$ cat src/rtl/pipe_stage_reg.sv
// Single pipeline register stage with valid/ready handshake, flush and a saturating stall counter.
// Define PIPE_SKID_EN to build the two-entry skid variant whose in_ready is a pure register output.
`timescale 1ns/1ps
module pipe_stage_reg #(
  parameter int WIDTH = 16,
  parameter int CNT_W = 8
) (
  input  logic             clk,
  input  logic             rst_n,
  input  logic             flush,
  input  logic             in_valid,
  output logic             in_ready,
  input  logic [WIDTH-1:0] in_data,
  output logic             out_valid,
  input  logic             out_ready,
  output logic [WIDTH-1:0] out_data,
  output logic [CNT_W-1:0] stall_cnt
);

  logic             r_out_valid;
  logic [WIDTH-1:0] r_out_data;
  logic [CNT_W-1:0] r_stall_cnt;

  logic             w_out_free;
  logic             w_stall;
  logic             w_in_xfer;
  logic             w_out_load;
  logic             w_out_valid_nxt;
  logic [WIDTH-1:0] w_out_src;

  assign w_out_free = !r_out_valid || out_ready;
  assign w_stall    = r_out_valid && !out_ready;
  assign w_in_xfer  = in_valid && in_ready;

`ifdef PIPE_SKID_EN
  logic             r_skid_valid;
  logic [WIDTH-1:0] r_skid_data;
  logic             r_in_ready;
  logic             w_skid_load;
  logic             w_skid_valid_nxt;

  always_comb begin
    // NOTE: every comb output gets a default first so no path leaves it unassigned (no latch).
    w_out_load       = 1'b0;
    w_out_src        = in_data;
    w_out_valid_nxt  = r_out_valid;
    w_skid_load      = 1'b0;
    w_skid_valid_nxt = r_skid_valid;
    if (flush) begin
      w_out_valid_nxt  = 1'b0;
      w_skid_valid_nxt = 1'b0;
    end else if (w_out_free) begin
      if (r_skid_valid) begin
        // Oldest payload sits in the skid entry, so it moves forward first.
        w_out_load       = 1'b1;
        w_out_src        = r_skid_data;
        w_out_valid_nxt  = 1'b1;
        w_skid_load      = w_in_xfer;
        w_skid_valid_nxt = w_in_xfer;
      end else if (w_in_xfer) begin
        w_out_load      = 1'b1;
        w_out_valid_nxt = 1'b1;
      end else begin
        w_out_valid_nxt = 1'b0;
      end
    end else if (w_in_xfer) begin
      w_skid_load      = 1'b1;
      w_skid_valid_nxt = 1'b1;
    end
  end

  always_ff @(posedge clk or negedge rst_n) begin
    if (!rst_n) begin
      r_skid_valid <= 1'b0;
      r_skid_data  <= '0;
      r_in_ready   <= 1'b0;
    end else begin
      r_skid_valid <= w_skid_valid_nxt;
      r_in_ready   <= !w_skid_valid_nxt;
      if (w_skid_load) r_skid_data <= in_data;
    end
  end

  assign in_ready = r_in_ready;
`else
  always_comb begin
    w_out_load      = 1'b0;
    w_out_src       = in_data;
    w_out_valid_nxt = r_out_valid;
    if (flush) begin
      w_out_valid_nxt = 1'b0;
    end else if (w_in_xfer) begin
      w_out_load      = 1'b1;
      w_out_valid_nxt = 1'b1;
    end else if (out_ready) begin
      w_out_valid_nxt = 1'b0;
    end
  end

  // Gated by rst_n so the stage never advertises space while held in reset.
  assign in_ready = rst_n && w_out_free;
`endif

  always_ff @(posedge clk or negedge rst_n) begin
    if (!rst_n) begin
      // NOTE: the data register is reset too, because out_data must read 0 during reset.
      r_out_valid <= 1'b0;
      r_out_data  <= '0;
    end else begin
      // NOTE: sequential state uses non-blocking assignments so all registers sample pre-edge values.
      r_out_valid <= w_out_valid_nxt;
      if (w_out_load) r_out_data <= w_out_src;
    end
  end

  always_ff @(posedge clk or negedge rst_n) begin
    if (!rst_n) begin
      r_stall_cnt <= '0;
    end else if (w_stall && (r_stall_cnt != '1)) begin
      r_stall_cnt <= r_stall_cnt + CNT_W'(1);
    end
  end

  assign out_valid = r_out_valid;
  assign out_data  = r_out_data;
  assign stall_cnt = r_stall_cnt;

endmodule

$ cat config.mk
export PLATFORM = sky130hd
export DESIGN_NAME = pipe_stage_reg
export DESIGN_NICKNAME = d
export VERILOG_FILES = /design/src/rtl/pipe_stage_reg.sv
export SDC_FILE = /design/constraint.sdc
export NUM_CORES = 1
export LEC_CHECK = 0
export CORE_UTILIZATION = 34
export DETAILED_ROUTE_END_ITERATION = 6
export PLACE_DENSITY = 0.79
export SKIP_LAST_GASP = 1
export SLEW_MARGIN = 0
export SYNTH_ARGS = -nofsm -noshare
export SYNTH_HDL_FRONTEND = slang
export SYNTH_SLANG_ARGS = --single-unit
$ cat constraint.sdc
create_clock -name clk -period 2.7 [get_ports clk]
set_clock_uncertainty 0.05 [all_clocks]
set_input_delay 0.27 -clock clk [delete_from_list [all_inputs] [get_ports clk]]
set_output_delay 0.27 -clock clk [all_outputs]
set_load 0.01 [all_outputs]
==> impl_metrics.py, run 1 <==
metrics = {
    "placed_design": {
        "hpwl_um": 1590,
        "postPlaceCellArea_um2": 1590,
        "portBuffers": 46,
        "gp_congestion": 0.738,
    },
    "global_routing": {
        "overflow": 0,
        "grt_first_pass_wirelength_um": 3590,
        "track_usage_pct": 13.9,
        "grt_max_degree": 26,
        "antenna_found_initial": 0,
        "grt_pass1_vias": 774,
    },
    "clock_network": {
        "cts_hold_buf": 0,
        "cts_buffers": 3,
        "root_buffer": "clkbuf_4",
        "htreeDepth": 1,
        "clock-sinks": 25,
        "post-cts-setup-buffers": 0,
        "path_clk_slew_ns": 0.13,
        "clkLatencyLatePin_ns": 0.30,
        "ctsResizeCount": 0,
        "cts_tree": "yes",
        "clk_path_buf_depth": 2,
    },
    "logic_synthesis": {
        "syn-num-nets": 93,
        "synthDominantCellAreaShare_pct": 57.9,
        "synth_seq_cells": 25,
        "synth_ff_type": "dfrtp_1",
        "synth_area_um2": 1080,
        "netlist_top_cells_count": "dfrtp_1 (25), mux2_4 (9), mux2_2 (8)",
        "synth.largest_area_cell": "dfrtp_1",
        "seq_area_frac_synth_pct": 57.9,
        "yosysMostFrequentCell": "dfrtp_1",
        "yosysUniqueCellTypes": 23,
        "synth.area.top_cells": "dfrtp_1 (58%), mux2_4 (13%), mux2_2 (8.3%)",
        "syn_inst": 71,
        "syn_avg_cell_area_um2": 15.2,
        "synth_warnings": 0,
        "synth_edf_count": 0,
        "async_flop_share_pct": 100,
    },
    "final_layout": {
        "drive_gt1_share_pct": 22.3,
        "stdcell_area_um2": 1620,
        "multi_input_area_um2": 443,
        "syn2layout_area_growth_pct": 49.8,
        "seqCellArea_um2": 626,
        "final_nets": 144,
        "diodes": 0,
        "fillers": 268,
    },
    "critical_path": {
        "arrival_ns": 1.58,
        "path_max_fanout": 4,
        "critPathTopFamily": "buffers and inverters",
        "path_class": "in -> out",
        "critPathLaunchType": "input pin",
        "cp_slowest_cell": "clkdlybuf4s50_1",
        "critPathBufInv": 2,
        "endpoint_kind": "output pin",
        "worstPathRequired_ns": 2.38,
        "reg2reg_depth": 4,
        "cp.depth": 4,
        "critical-path-top-cell-by-count": "clkdlybuf4s50_1",
        "cp_cell_sequence": "clkdlybuf4s50_1, nand2b_4, and2_4, clkdlybuf4s50_1",
        "critPathMaxStageDelay_ns": 0.53,
    },
    "die": {
        "die-width_um": 58.4,
        "rows": 20,
        "core_area_um2": 3030,
        "fp.dieH_um": 58.4,
        "die_area_um2": 3410,
        "ios": 47,
        "start_util_pct": 35.7,
    },
    "power_and_ir_drop": {
        "power.total_w": 0.00106,
        "leakagePower_nw": 0.706,
        "p_per_area_nw_per_um2": 654,
        "peakVddDrop_mv": 0.339,
    },
    "sta": {
        "relSlewSlack_pct": 79.3,
        "rsz0062_at_grt": "no",
        "hold_viol": 0,
        "holdWs_ns": 0.299,
        "min_period_over_period_pct": 70.5,
        "worst_pin_slew_ns": 0.311,
        "slew_viol_final": 0,
        "period_minus_slack_ns": 1.90,
        "setup_viol": 0,
        "finalSetupTns_ns": 0,
        "max_clock_freq_ghz": 0.525,
    },
    "route": {
        "drc_errors": 0,
        "ant_nets": 0,
        "via_per_inst": 4.58,
        "avgRoutedWirePerCell_um": 12.9,
        "drt_wl_total_um": 2120,
        "via_count": 755,
        "drt_iter0_drc": 12,
        "dr.pass1.iters": 4,
    },
    "job": {
        "max-cap-violations": 0,
    },
    "run_status": {
        "status": "completed",
    },
    "min_path": {
        "min_path_type": "in -> async",
    },
}
[metal layers]
| metal | global-route usage (%) | routed length [um] | up-vias |
|---|---|---|---|
| li1 | - | - | 349 |
| met1 | 18.7 | 889 | 369 |
| met2 | 22.3 | 1070 | 33 |
| met3 | 3.52 | 138 | 4 |
| met4 | 4.08 | 23 | 0 |
| met5 | 0 | 0 | - |
[area by class of cell]
type	count	share of cell area [%]
well taps	44	3.40
multi-input cells	45	27.4
flip-flops and latches	25	38.7
repair buffers	47	28.9
clock buffers	4	1.62
[cell families after synthesis]
kind of cell,count (synthesis),synth area share [%]
multiplexers,17,20.9
XOR/XNOR,4,3.24
AND/OR/NAND/NOR,14,10.4
adder cells (fa/ha/maj),1,1.16
AO/OA/AOI/OAI,9,5.33
flip-flops,25,57.9
buffers and inverters,1,1.04
[sequential cells by signal (all words and copies together) (netlist names)]
register   count
out_data      16
stall_cnt      8
out_valid      1
[path summary, 6_finish.rpt]
check                      slack, ns    startpoint           end
max                             0.80     out_ready      in_ready
min in group clk                0.46  stall_cnt[5]  stall_cnt[5]
max reg2reg                     1.16  stall_cnt[3]  stall_cnt[1]
max in group asynchronous       2.06         rst_n   out_data[7]
min                             0.30         rst_n   out_data[5]
min reg2reg                     0.46  stall_cnt[5]  stall_cnt[5]
[cell usage in the layout (no fill, tap or decap)]
| master | count |
|---|---|
| o2111ai_1 | 1 |
| nand3_1 | 2 |
| nand2b_4 | 1 |
| and2b_1 | 1 |
| clkbuf_1 | 1 |
| mux2_4 | 9 |
| ha_1 | 1 |
| nor2b_1 | 1 |
| nor2_1 | 2 |
| and3_1 | 1 |
| dfrtp_1 | 25 |
| buf_4 | 1 |
| o21ai_0 | 2 |
| nand3_4 | 1 |
| a31oi_1 | 1 |
| o22a_1 | 1 |
| mux2_2 | 8 |
| and2_4 | 1 |
| clkdlybuf4s50_1 | 46 |
| clkbuf_4 | 3 |
| a21oi_1 | 3 |
| xnor2_1 | 4 |
| and3_2 | 1 |
| o21ai_2 | 1 |
| nand3b_4 | 1 |
| nand2_1 | 2 |
[power by group]
part           internal, W  switching [W]
registers         0.000454      0.0000663
clock network    0.0000576       0.000102
logic             0.000248       0.000130
total             0.000759       0.000299
[metrics by stage]
step           worst slack [ns]  util (%)  instances
4_1_cts                   0.790      53.4        165
3_3_place_gp              0.825      52.6        161
6_report                  0.796      53.4        165
5_1_grt                   0.751      53.4        165
3_5_place_dp              0.793      52.6        161
2_1_floorplan              1.23         -         71
(Power assumes the default switching activity.)
==> inputs of run 2 (changes only) <==
- PLACE_DENSITY: 0.79 -> 0.81
- clock period: 2.7 -> 1.7 ns (I/O delays scaled with it)
==> run 2 against run 1 <==
Compared with the run above:
- clock-buffer cell count decreased by 1
- largest power group unchanged
- first-iteration DRC count decreased by 75%
- core utilization increased by 0.74 points
- combinational power increased by 58%
- critical path type is now reg -> out
- power increased by 58%
- via count decreased by 1.1%
- highest routed layer unchanged
==> impl_metrics.py, run 2 (same netlist as run 1, synthesis figures left out) <==
metrics = {
    "run_status": {
        "status": "completed",
    },
    "route": {
        "drt_iter0_drc": 3,
        "dr.pass1.iters": 3,
        "drc_errors": 0,
        "via_count": 747,
        "ant_nets": 0,
        "drt_wl_total_um": 2160,
        "avgRoutedWirePerCell_um": 12.8,
        "via_per_inst": 4.45,
    },
    "sta": {
        "slew_viol_final": 0,
        "setup_viol": 0,
        "rsz0062_at_grt": "no",
        "layout_setup_ws_ns": 0.0900,
        "max_clock_freq_ghz": 0.621,
        "relSlewSlack_pct": 78.8,
        "hold_viol": 0,
        "min_period_over_period_pct": 94.7,
        "worst_pin_slew_ns": 0.317,
        "period_minus_slack_ns": 1.61,
    },
    "clock_network": {
        "root_buffer": "clkbuf_4",
        "cts_buffers": 3,
        "clock-sinks": 25,
        "cts_tree": "yes",
        "clkLatencyLatePin_ns": 0.30,
        "htreeDepth": 1,
        "path_clk_slew_ns": 0.13,
        "clk_path_buf_depth": 2,
    },
    "critical_path": {
        "critPathMaxStageDelay_ns": 0.53,
        "r2r_slack_ns": 0.18,
        "path_class": "reg -> out",
        "worstPathRequired_ns": 1.48,
        "arrival_ns": 1.39,
        "critPathBufInv": 2,
        "cp_slowest_cell": "clkdlybuf4s50_1",
        "path_max_fanout": 2,
        "endpoint_kind": "output pin",
        "critPathTopFamily": "buffers and inverters",
        "critPathLaunchType": "flop",
        "cp_cell_sequence": "buf_4, clkdlybuf4s50_1",
    },
    "job": {
        "max-cap-violations": 0,
    },
    "final_layout": {
        "syn2layout_area_growth_pct": 51.9,
        "final_cells": 168,
        "drive_gt1_share_pct": 25.0,
        "mostFrequentLayoutCells": "clkdlybuf4s50_1 (45), dfrtp_1 (25), mux2_4 (9)",
        "stdcell_area_um2": 1640,
        "final_nets": 147,
        "final_common_cell": "clkdlybuf4s50_1",
        "fillers": 262,
        "diodes": 0,
        "largest_reg_flops": 16,
    },
    "die": {
        "rows": 20,
        "die_area_um2": 3410,
        "start_util_pct": 35.7,
        "fp.dieH_um": 58.4,
        "ios": 47,
        "die-width_um": 58.4,
        "core_area_um2": 3030,
    },
    "power_and_ir_drop": {
        "leakagePower_nw": 0.725,
        "clockPowerShare_pct": 15.2,
        "peakVddDrop_mv": 0.487,
        "p_per_area_nw_per_um2": 1020,
        "sequentialPowerShare_pct": 49.3,
        "p_sw_w": 0.000473,
        "switching_share_pct": 28.2,
        "p_int_w": 0.00120,
        "p_comb_share_pct": 35.6,
    },
    "global_routing": {
        "grt_max_degree": 26,
        "antenna_found_initial": 0,
        "overflow": 0,
        "track_usage_pct": 13.9,
        "grt_first_pass_wirelength_um": 3640,
        "grt_pass1_vias": 792,
    },
    "placed_design": {
        "gp_congestion": 0.830,
        "dp_cells": 163,
        "postPlaceCellArea_um2": 1610,
        "hpwl_um": 1680,
        "place_ws_ns": -0.0487,
        "portBuffers": 46,
    },
    "min_path": {
        "min_path_type": "in -> async",
    },
}
-- run 2: timing repair --
item                                    4_1_cts  5_1_grt
hold buffers                                  0        0
gates resized for setup                       1        0
setup buffers                                 1        0
endpoints found under the setup margin        1        0
-- run 2: cell type report --
cell class	count	area (um^2)	area share [%]
clock buffers	3	22.5	1.37
flip-flops and latches	25	626	38.1
repair buffers	50	489	29.8
well taps	44	55.1	3.36
multi-input cells	45	443	27.0
clock inverters	1	5.00	0.305
-- run 2: final timing paths --
check / cells after the start / start / endpoint
min reg2reg: 1 / stall_cnt[5] / stall_cnt[5]
max reg2reg: 4 / stall_cnt[3] / stall_cnt[1]
min in group clk: 2 / in_data[2] / out_data[2]
max in group asynchronous: 2 / rst_n / stall_cnt[3]
max: 2 / out_valid / out_valid
min: 2 / rst_n / out_data[1]
-- run 2: layer usage --
metal  part of all wire, %  vias up  global-route usage (%)
li1                      -      357                       -
met1                    42      361                    18.0
met2                    49       27                    23.0
met3                   7.8        2                    4.40
met4                  0.56        0                    3.06
met5                     0        -                       0
-- run 2: through the flow --
step                hold slack, ns  utilization (%)  power (W)  TNS, ns
floorplan                   -0.176                -    0.00107        0
global placement             0.427             53.1    0.00142        0
detailed placement           0.445             53.1    0.00144   -0.422
CTS                          0.237             54.2    0.00170        0
global route                 0.249             54.2    0.00179        0
finish                       0.234             54.2    0.00168        0
-- run 2: power by group through the flow --
stage,Combinational (W),Sequential [W],Clock (W)
floorplan,0.000187,0.000884,0
global placement,0.000587,0.000830,0
detailed placement,0.000604,0.000838,0
CTS,0.000607,0.000828,0.000268
global route,0.000642,0.000847,0.000298
finish,0.000597,0.000826,0.000254
==> inputs of run 3 (changes only) <==
- CORE_MARGIN: unset -> 3
- HOLD_SLACK_MARGIN: unset -> 0.1
- SLEW_MARGIN: 0 -> 20
==> run 3 against run 2 <==
Compared with the run above:
- clock power shrank 2%
- sequential power shrank 0.5%
- power down 0.32%
- worst hold slack got worse by 0.031 ns
- largest power group unchanged
==> impl_metrics.py, run 3 (same netlist as run 1, synthesis figures left out) <==
metrics = {
    "route": {
        "avgRoutedWirePerCell_um": 13.6,
        "drt_wl_total_um": 2250,
        "drt_iter0_drc": 21,
        "via_per_inst": 4.63,
        "drc_errors": 0,
        "ant_nets": 0,
        "dr.pass1.iters": 4,
        "via_count": 764,
    },
    "critical_path": {
        "r2r-start": "stall_cnt[3]",
        "crit_start": "out_valid",
        "critPathLaunchType": "flop",
        "endpoint_kind": "output pin",
        "path_max_fanout": 2,
        "path_class": "reg -> out",
        "reg2reg_to": "stall_cnt[1]",
        "r2r_slack_ns": 0.17,
        "reg2reg_depth": 4,
        "worstPathRequired_ns": 1.48,
        "arrival_ns": 1.38,
    },
    "sta": {
        "slew_viol_final": 0,
        "holdWs_ns": 0.203,
        "hold_viol": 0,
        "relSlewSlack_pct": 79.3,
        "min_period_over_period_pct": 93.8,
        "worst_pin_slew_ns": 0.311,
        "period_minus_slack_ns": 1.60,
        "setup_viol": 0,
        "rsz0062_at_grt": "no",
        "max_clock_freq_ghz": 0.627,
    },
    "clock_network": {
        "htreeDepth": 1,
        "clkLatencyLatePin_ns": 0.30,
        "path_clk_slew_ns": 0.12,
        "clk_path_buf_depth": 2,
        "cts_buffers": 3,
        "cts_tree": "yes",
        "root_buffer": "clkbuf_4",
        "clock-sinks": 25,
    },
    "final_layout": {
        "final_common_cell": "clkdlybuf4s50_1",
        "syn2layout_area_growth_pct": 50.9,
        "diodes": 0,
        "largest_reg_flops": 16,
        "final_nets": 146,
        "mostFrequentLayoutCells": "clkdlybuf4s50_1 (45), dfrtp_1 (25), mux2_4 (9)",
        "drive_gt1_share_pct": 23.6,
    },
    "power_and_ir_drop": {
        "p_per_area_nw_per_um2": 1030,
        "leakagePower_nw": 0.717,
        "peakVddDrop_mv": 0.606,
        "power.total_w": 0.00167,
    },
    "global_routing": {
        "overflow": 0,
        "grt_pass1_vias": 797,
        "track_usage_pct": 12.5,
        "antenna_found_initial": 0,
        "grt_max_degree": 26,
        "grt_first_pass_wirelength_um": 3850,
    },
    "min_path": {
        "min_path_type": "in -> async",
    },
    "die": {
        "rows": 19,
        "die-width_um": 62.4,
        "core_area_um2": 2900,
        "ios": 47,
        "start_util_pct": 37.2,
        "fp.dieH_um": 62.4,
        "die_area_um2": 3890,
    },
    "job": {
        "max-cap-violations": 0,
    },
    "run_status": {
        "status": "completed",
    },
    "placed_design": {
        "portBuffers": 46,
        "gp_congestion": 0.725,
    },
}
==> run 3: changes by cell type in the layout (fill, tap and decap cells not counted), sizes merged <==
cell    change
clkbuf      +1
clkinv      -1
buf         -1
==> run 3: cell type report <==
class                   instances  area (um^2)
clock buffers                   4         26.3
fillers                       263         1270
multi-input cells              45          443
flip-flops and latches         25          626
well taps                      42         52.6
repair buffers                 49          482
==> run 3: how the worst max path moves through the flow <==
stage                         endpoint  slack [ns]  cells past startpoint
final                        out_valid        0.10                      2
after global routing         out_valid        0.04                      2
after CTS                    out_valid        0.08                      2
after detailed placement  out_data[10]       -0.08                      5
after global placement    out_data[13]      -0.008                      5
after floorplan           stall_cnt[1]        0.23                      4
==> run 3: per-stage QoR <==
step | cell area [um^2] | utilization, % | worst slack, ns | setup TNS [ns] | cells
after floorplan | 1080 | - | 0.233 | 0 | 71
after global placement | 1600 | 55.0 | -0.00810 | -0.0549 | 160
after detailed placement | 1600 | 55.0 | -0.0779 | -1.04 | 160
after CTS | 1630 | 56.2 | 0.0843 | 0 | 165
after global routing | 1630 | 56.2 | 0.0351 | 0 | 165
final | 1630 | 56.2 | 0.105 | 0 | 165
==> run 3: where the power goes <==
group / switching (W) / leakage, nW / internal, W / total, W
combinational: 0.000207 / 0.393 / 0.000395 / 0.000602
clock: 0.000157 / 0.0150 / 0.0000914 / 0.000249
sequential: 0.000100 / 0.308 / 0.000722 / 0.000822
==> run 3: per-layer routing <==
layer	up-vias	global-route usage (%)	part of all wire, %
li1	357	-	-
met1	374	14.3	41
met4	0	3.31	1.3
met2	31	22.7	52
met3	2	3.42	5.8
met5	-	0	0
==> run 3: worst max-delay path, stage by stage, from the launching register on <==
cell,delay [ns]
dfrtp_1,0.41
buf_4,0.13
clkdlybuf4s50_1,0.53
==> run 3: repair_timing <==
action	4_1_cts	5_1_grt
endpoints found under the setup margin	1	0
setup buffers	1	0
hold buffers	0	0
gates resized for setup	1	0
